`config.mk`:
```
export PLATFORM = sky130hd
export DESIGN_NAME = pixel_writer
export DESIGN_NICKNAME = d
export VERILOG_FILES = /design/src/rtl/gpu_pkg.sv /design/src/rtl/pix_fifo.sv /design/src/rtl/pixel_writer.sv
export SDC_FILE = /design/constraint.sdc
export NUM_CORES = 1
export LEC_CHECK = 0
export ABC_AREA = 0
export CAP_MARGIN = 15
export CORE_MARGIN = 3
export CORE_UTILIZATION = 53
export CTS_CLUSTER_DIAMETER = 30
export CTS_CLUSTER_SIZE = 8
export DETAILED_ROUTE_END_ITERATION = 8
export PLACE_DENSITY = 0.76
export SLEW_MARGIN = 20
export SYNTH_ARGS = -nofsm -noshare
export SYNTH_HDL_FRONTEND = slang
export SYNTH_HIERARCHICAL = 1
export SYNTH_SLANG_ARGS = --single-unit
export TNS_END_PERCENT = 1
```
`constraint.sdc`:
```
create_clock -name clk -period 3.5 [get_ports clk]
set_input_delay 0.7 -clock clk [delete_from_list [all_inputs] [get_ports clk]]
set_output_delay 0.7 -clock clk [all_outputs]
set_load 0.01 [all_outputs]
```
`src/rtl/gpu_pkg.sv`:
```
// gpu_pkg: shared screen geometry, pixel entry type and writer FSM states.
package gpu_pkg;
    localparam int SCREEN_W   = 640;
    localparam int SCREEN_H   = 480;
    localparam int PIX_COUNT  = SCREEN_W * SCREEN_H;
    localparam int PIX_ADDR_W = 19;
    localparam int COLOR_W    = 8;

    typedef logic [PIX_ADDR_W-1:0] pix_addr_t;

    localparam pix_addr_t PIX_LIMIT = pix_addr_t'(PIX_COUNT);

    typedef struct packed {
        pix_addr_t          addr;
        logic [COLOR_W-1:0] color;
    } pix_entry_t;

    typedef enum logic {IDLE = 1'b0, WRITE = 1'b1} wr_state_t;
endpackage

```
`src/rtl/pix_fifo.sv`:
```
// pix_fifo: synchronous FIFO of pix_entry_t with a combinational head read.
// Ports: clk, rst (async active-high), push/din write, pop advances the head,
// dout is the current head, count/full/empty report occupancy.
module pix_fifo
    import gpu_pkg::*;
#(
    parameter int DEPTH = 8
) (
    input  logic                   clk,
    input  logic                   rst,
    input  logic                   push,
    input  logic                   pop,
    input  pix_entry_t             din,
    output pix_entry_t             dout,
    output logic [$clog2(DEPTH):0] count,
    output logic                   full,
    output logic                   empty
);
    localparam int AW = $clog2(DEPTH);

    pix_entry_t     mem_q [DEPTH];
    logic [AW-1:0]  wr_q;
    logic [AW-1:0]  rd_q;
    logic [AW:0]    cnt_q;

    always_ff @(posedge clk or posedge rst) begin
        if (rst) begin
            wr_q  <= '0;
            rd_q  <= '0;
            cnt_q <= '0;
        end else begin
            if (push) wr_q <= wr_q + 1'b1;
            if (pop) rd_q <= rd_q + 1'b1;
            cnt_q <= cnt_q + (AW+1)'(push) - (AW+1)'(pop);
        end
    end

    always_ff @(posedge clk) begin
        if (push) mem_q[wr_q] <= din;
    end

    assign dout  = mem_q[rd_q];
    assign count = cnt_q;
    assign full  = cnt_q == (AW+1)'(DEPTH);
    assign empty = cnt_q == '0;
endmodule

```
`src/rtl/pixel_writer.sv`:
```
// pixel_writer: buffers rasterised pixels and drains them to framebuffer SRAM.
// Ports: addr_in/color_in/addr_valid/line_done_in from the line generator,
// stop throttles it; mem_addr/mem_wdata/mem_we/mem_ack form the SRAM write
// port; write_done pulses once a line is committed; busy, err_oob, err_ovf
// report status, err_clr clears the sticky errors.
module pixel_writer
    import gpu_pkg::*;
#(
    parameter int          DEPTH       = 8,
    parameter int          STOP_MARGIN = 2,
    parameter logic [19:0] FB_BASE     = 20'h0
) (
    input  logic        clk,
    input  logic        rst,
    input  logic [18:0] addr_in,
    input  logic        addr_valid,
    input  logic [7:0]  color_in,
    input  logic        line_done_in,
    output logic        stop,
    output logic [19:0] mem_addr,
    output logic [7:0]  mem_wdata,
    output logic        mem_we,
    input  logic        mem_ack,
    output logic        write_done,
    output logic        busy,
    output logic        err_oob,
    output logic        err_ovf,
    input  logic        err_clr
);
    localparam int CW = $clog2(DEPTH) + 1;

    wr_state_t  state_q, state_d;
    logic       pending_q, pending_d;
    logic       stop_q, stop_d;
    logic       oob_q, oob_d;
    logic       ovf_q, ovf_d;
    logic       in_range, push, pop, done, full, empty;
    logic [CW-1:0] count, count_next;
    pix_entry_t head;

    pix_fifo #(.DEPTH(DEPTH)) u_fifo (
        .clk   (clk),
        .rst   (rst),
        .push  (push),
        .pop   (pop),
        .din   ('{addr: addr_in, color: color_in}),
        .dout  (head),
        .count (count),
        .full  (full),
        .empty (empty)
    );

    // The entry being written stays at the FIFO head until acked, so the
    // SRAM port is driven straight from the head and a pop exposes the next.
    always_comb begin
        in_range   = addr_in < PIX_LIMIT;
        push       = addr_valid & in_range & ~full;
        pop        = (state_q == WRITE) & mem_ack;
        done       = pending_q & empty & (state_q == IDLE) & ~push;
        count_next = count + CW'(push) - CW'(pop);
        stop_d     = (DEPTH - int'(count_next)) <= STOP_MARGIN;
        state_d    = (state_q == IDLE) ? (empty ? IDLE : WRITE)
                                       : ((pop && count_next == '0) ? IDLE : WRITE);
        pending_d  = done ? 1'b0 : (pending_q | line_done_in);
        oob_d      = (oob_q & ~err_clr) | (addr_valid & ~in_range);
        ovf_d      = (ovf_q & ~err_clr) | (addr_valid & in_range & full);
    end

    always_ff @(posedge clk or posedge rst) begin
        if (rst) begin
            state_q   <= IDLE;
            pending_q <= 1'b0;
            stop_q    <= 1'b0;
            oob_q     <= 1'b0;
            ovf_q     <= 1'b0;
        end else begin
            state_q   <= state_d;
            pending_q <= pending_d;
            stop_q    <= stop_d;
            oob_q     <= oob_d;
            ovf_q     <= ovf_d;
        end
    end

    assign mem_we     = state_q == WRITE;
    assign mem_addr   = mem_we ? {1'b0, head.addr} + FB_BASE : '0;
    assign mem_wdata  = mem_we ? head.color : '0;
    assign stop       = stop_q;
    assign write_done = done;
    assign busy       = ~empty | mem_we | pending_q;
    assign err_oob    = oob_q;
    assign err_ovf    = ovf_q;
endmodule

```
==> qor.txt, run 1 <==
die area: 19,500 um2
initial antenna violation count: 0
WL per Instance: 22.4 um
FILL cells: 1,076
Worst Hold Class: in2async
# nets final: 625
CP Class: reg2out
critical path, cell by cell: buf_12 -> mux4_1 -> mux2_2 -> and2_1 -> clkdlybuf4s50_1
Syn Area/Cell: 21.0 um2
clock skew: 15.3 ps
post-synth top area cell: edfxtp_1
most common cell after layout, fill and taps aside: edfxtp_1
pin count of the biggest net entering global routing: 30
critical path launch point type: flop
Core Util, Final: 0.686
CTS tree: yes
initial core utilization: 0.544
clock slew at reported path FFs: 40 ps
Yosys top cell area share: 0.685
Hold Violations, Final: 0
yosys warns: 6
Max Slew Vio Count: 0
H-tree depth: 2
Ports: 67
critical path arrival: 2720 ps
hpwl dp: 10.6 mm
Pwr Total: 10.7 mW
flops & latches, synth: 231
status: finished, final reports clean
RePlAce Congestion: 0.741
CTS buffer count: 42
num rows: 48
RSZ-0062 raised after global routing: false
share of cells above drive strength 1: 0.259
first-pass GRT wire length: 29.3 mm
Final TNS setup: 0 ps
Netlist Area Pre-Place: 9470 um2
Initial DRC Count: 282
register area share after synthesis: 0.725
Peak VDD IR: 0.584 mV
ranking of synthesized cells by area: edfxtp_1, mux4_1, mux4_2
CP Capture Type: output pin
Setup-failing EPs final: 0
GRT overflow: 0
Synth cell types: 37
Leak: 4.20 nW
Core Area: 17,400 um2
Syn Inst Count: 451
Non-Filler Instances: 824
Worst path max stage delay: 570 ps
Post-route DRC: 0
Die Span X: 140 um
final period utilization: 0.976
hold buffer count at cts: 0
fin crit period: 3420 ps
placed cells: 755
Clock Latency Late Sink: 510 ps
maxcap violations: 0
vias in the first global route: 5,280
Slowest cell on crit path: mux4_1
ant diodes: 0
maximum clock frequency: 0.293 GHz
Synth Net Count: 500
Die Y: 140 um
GRT Total Usage: 0.197
routed wire length: 18.5 mm
clock buffer depth: 3
Area Overhead vs Synth: 26.2%
critical path fanouts, max: 20
commonest cells after routing, fill and taps aside: edfxtp_1, clkdlybuf4s50_1, clkbuf_16
Power Density: 893 nW/um2
Routed Antenna Nets: 0
First-pass DRT Iterations: 4
I/O Buffers: 65
Avg Vias per Cell: 5.65
Required @ worst endpoint: 2800 ps
clk root buf: clkbuf_16
CTS sink cnt: 231
total number of vias: 4,654
worst paths after layout:
check	to	startpoint	cells past startpoint	slack [ps]
worst max-delay path	mem_addr[12]	u_fifo/rd_q[0]	5	80
worst min-delay path	mem_we	rst	2	450
worst max register to register	stop	u_fifo/count[2]	13	600
worst min register to register	err_ovf	err_ovf	1	500
max in group asynchronous	u_fifo/rd_q[0]	rst	2	2660
min in group clk	err_ovf	err_ovf	1	500
where the power goes:
| part | internal [mW] | switching (mW) |
|---|---|---|
| Sequential | 3.36 | 0.191 |
| Combinational | 2.00 | 1.52 |
| Clock | 2.41 | 1.19 |
| Total | 7.77 | 2.91 |
kinds of logic after synthesis:
logic type,after synthesis,share of synthesized area
flip-flops,231,0.725
multiplexers,84,0.178
AND/OR/NAND/NOR,56,0.0337
buffers and inverters,38,0.0205
adder cells (fa/ha/maj),16,0.0227
AO/OA/AOI/OAI,16,0.0111
XOR/XNOR,9,0.00912
other,1,0.000396
layout make-up:
type,instances,area (um2),share of cell area
multi-input combinational,182,2460,0.206
inverter,19,71.3,0.00597
tap,225,282,0.0236
clock inverter,16,176,0.0148
timing repair buffer,100,995,0.0832
clock buffer,51,1090,0.0916
sequential,231,6870,0.575
state kept, by name, summed over array words and instances, names as in the netlist:
register	count
u_fifo/mem_q	216
pending_q	1
u_fifo/rd_q	3
err_oob	1
u_fifo/wr_q	3
mem_we	1
err_ovf	1
stop	1
u_fifo/count	4
Yosys cell counts:
master,number
buf_2,2
buf_1,2
nor2_1,6
or2_1,1
conb_1,1
a22o_1,1
buf_6,6
a21oi_2,1
xor2_1,4
inv_1,19
clkbuf_1,8
buf_4,1
mux4_1,33
mux4_2,21
xor2_2,1
fa_1,2
mux2_2,29
dfrtp_1,15
a32o_1,1
nor3_1,2
a21o_1,2
nor2b_1,4
a21oi_1,4
and3_1,2
edfxtp_1,216
nand2b_1,5
o21ai_1,1
nand2_1,5
o31ai_1,1
and2_1,30
a31oi_1,1
xnor2_1,4
nand3_1,1
o31a_1,1
mux2_4,1
ha_1,14
o21ai_0,3
stage by stage:
step	setup slack [ps]	hold WS [ps]	cell area [um2]
floorplan	-410	479	9470
global placement	-3.79	482	10700
detailed placement	-99.6	485	10700
CTS	4.20	450	12000
global route	4.67	476	12000
finish	83.8	455	12000
critical path, delay by kind of cell, from the launching register on:
kind,cells,cell delay [ps]
buf+inv,2,690
flops,1,500
mux,2,850
simple gates,1,180
timing repair:
item	4_1_cts	5_1_grt
buffers inserted	2	0
setup endpoints to repair	21	4
pin swaps	0	0
gates resized for setup	0	4
metal layers:
metal	track usage	share of wire	routed length [um]	vias to the layer above
li1	-	-	-	2087
met1	0.254	0.40	7330	2378
met3	0.0464	0.069	1270	32
met4	0.0673	0.018	327	0
met5	0	0	0	-
met2	0.332	0.52	9530	157
No activity file was read; power rests on OpenSTA's default activity.
==> inputs of run 2 (changes only) <==
- CORE_MARGIN: 3 -> 2
==> qor.txt, run 2 (synthesis results as in run 1) <==
status: finished, final reports clean
multi-input logic area: 2470 um2 (+0.30%)
Setup-failing EPs final: 0 (unchanged)
pin count of the biggest net entering global routing: 30 (unchanged)
Peak VDD IR: 0.694 mV (+19%)
I/O Buffers: 65 (unchanged)
# nets final: 626 (+0.16%)
Leak: 4.25 nW (+1.2%)
setup slack after layout: 55.2 ps (-28.6 ps)
Initial DRC Count: 288 (+2.1%)
Clock Latency Late Sink: 510 ps (about the same)
RSZ-0062 raised after global routing: false
first-pass GRT wire length: 27.6 mm (-5.6%)
Area Overhead vs Synth: 27.9%
WL per Instance: 21.7 um (-3.1%)
Biggest register: u_fifo/mem_q
Core Area: 17,400 um2 (-0.35%)
critical path, cell by cell: buf_12 -> mux4_1 -> mux2_2 -> and2_1 -> clkdlybuf4s50_1
clock buffer depth: 3 (unchanged)
RePlAce Congestion: 0.729 (-1.6%)
Ports: 67 (unchanged)
initial core utilization: 0.545 (+0.00188)
die area: 18,900 um2 (-2.8%)
dpl cell area: 10,700 um2 (+0.59%)
Power Density: 901 nW/um2 (+0.92%)
Max Slew Vio Count: 0 (unchanged)
Hold WS: 427 ps (-27.4 ps)
most common cell after layout, fill and taps aside: edfxtp_1
total number of vias: 4,646 (-0.17%)
CP top delay family: multiplexers
final period utilization: 0.984 (+0.00818)
CP bufs+invs: 2 (unchanged)
CTS tree: yes
H-tree depth: 2 (unchanged)
FF+latch area: 6870 um2 (about the same)
worst slew pin tran: 517 ps
Pwr Total: 10.9 mW (+2.3%)
clock slew at reported path FFs: 40 ps (about the same)
maxcap violations: 0 (unchanged)
number of flip-flops in the largest register: 216 (unchanged)
Die Y: 138 um (-1.4%)
CP Class: reg2out
placed cells: 755 (unchanged)
vias in the first global route: 5,057 (-4.2%)
Die Span X: 138 um (-1.4%)
share of cells above drive strength 1: 0.257 (-0.00134)
pre-CTS setup slack: -33.5 ps (+66.2 ps)
num rows: 48 (unchanged)
Slowest cell on crit path: mux4_1
fin crit period: 3440 ps (+28.6 ps)
clk root buf: clkbuf_16
First-pass DRT Iterations: 4 (unchanged)
Avg Vias per Cell: 5.59 (-1.0%)
Post-route DRC: 0 (unchanged)
FILL cells: 1,058 (-1.7%)
slew margin rel.: 0.655
Non-Filler Instances: 831 (+0.85%)
commonest cells after routing, fill and taps aside: edfxtp_1, clkdlybuf4s50_1, clkbuf_16
Worst Hold Class: in2async
GRT Total Usage: 0.202 (+0.00547)
Hold Violations, Final: 0 (unchanged)
critical path arrival: 2740 ps (+20 ps)
hpwl dp: 10.5 mm (-1.1%)
maximum clock frequency: 0.290 GHz (-0.83%)
Core Util, Final: 0.698 (+0.0115)
CP Capture Type: output pin
initial antenna violation count: 0 (unchanged)
routed wire length: 18.1 mm (-2.3%)
Required @ worst endpoint: 2800 ps (about the same)
hold buffer count at cts: 0 (unchanged)
CTS buffer count: 43 (+2.4%)
critical path launch point type: flop
clock skew: 8.91 ps (-6.39 ps)
Routed Antenna Nets: 0 (unchanged)
GRT overflow: 0 (unchanged)
critical path fanouts, max: 17 (-15%)
ant diodes: 0 (unchanged)
Worst path max stage delay: 570 ps (about the same)
fin area: 12,100 um2 (+1.3%)
CTS sink cnt: 231 (unchanged)
Final TNS setup: 0 ps (unchanged)
## run 2: cell types whose count changed in the layout (fill, tap and decap cells not counted), sizes merged
cell / change
clkbuf: +5
clkdlybuf4s50: +1
dlymetal6s2s: -1
clkinvlp: +2
## run 2: worst paths after layout
kind	from	end	slack, ps	cells after the start
worst min register to register	err_ovf	err_ovf	530	1
max in group asynchronous	rst	u_fifo/rd_q[0]	2660	2
worst min-delay path	rst	err_ovf	430	2
worst max register to register	u_fifo/count[2]	stop	610	12
worst max-delay path	u_fifo/rd_q[0]	mem_wdata[6]	60	5
min in group clk	err_ovf	err_ovf	530	1
## run 2: area by class of cell
type | instances | share of cell area
clock buffers | 56 | 0.0972
clock inverters | 18 | 0.0144
inverters | 19 | 0.00589
multi-input cells | 182 | 0.204
flip-flops and latches | 231 | 0.567
well taps | 225 | 0.0232
repair buffers | 100 | 0.0878
## run 2: power breakdown
group,total [mW],switching [mW],internal (mW)
Sequential,3.58,0.222,3.36
Clock,3.79,1.24,2.56
Combinational,3.54,1.49,2.04
Total,10.9,2.95,7.96
## run 2: worst reg2reg max path: stages, from the launching register on
cell,delay [ps]
dfrtp_1,400
inv_1,100
ha_1,210
and3_1,170
nor2b_1,170
and2_1,180
ha_1,170
inv_1,60
fa_1,500
ha_1,300
nor2b_1,160
o21ai_0,100
mux2_4,270
## run 2: per-layer routing
layer,global-route usage,vias to the layer above,part of all wire
met1,0.265,2353,0.41
met2,0.337,160,0.51
met4,0.0848,0,0.023
li1,-,2099,-
met3,0.0353,34,0.056
met5,0,-,0
## run 2: repair_timing
action	in CTS	in global routing
resized for setup	0	1
setup buffers	2	0
setup endpoints to repair	20	1
gates cloned	0	0
==> inputs of run 3 (changes only) <==
- SKIP_LAST_GASP: unset -> 1
==> results of run 3 <==
Final layout, timing and power as in run 2 (identical DEF).
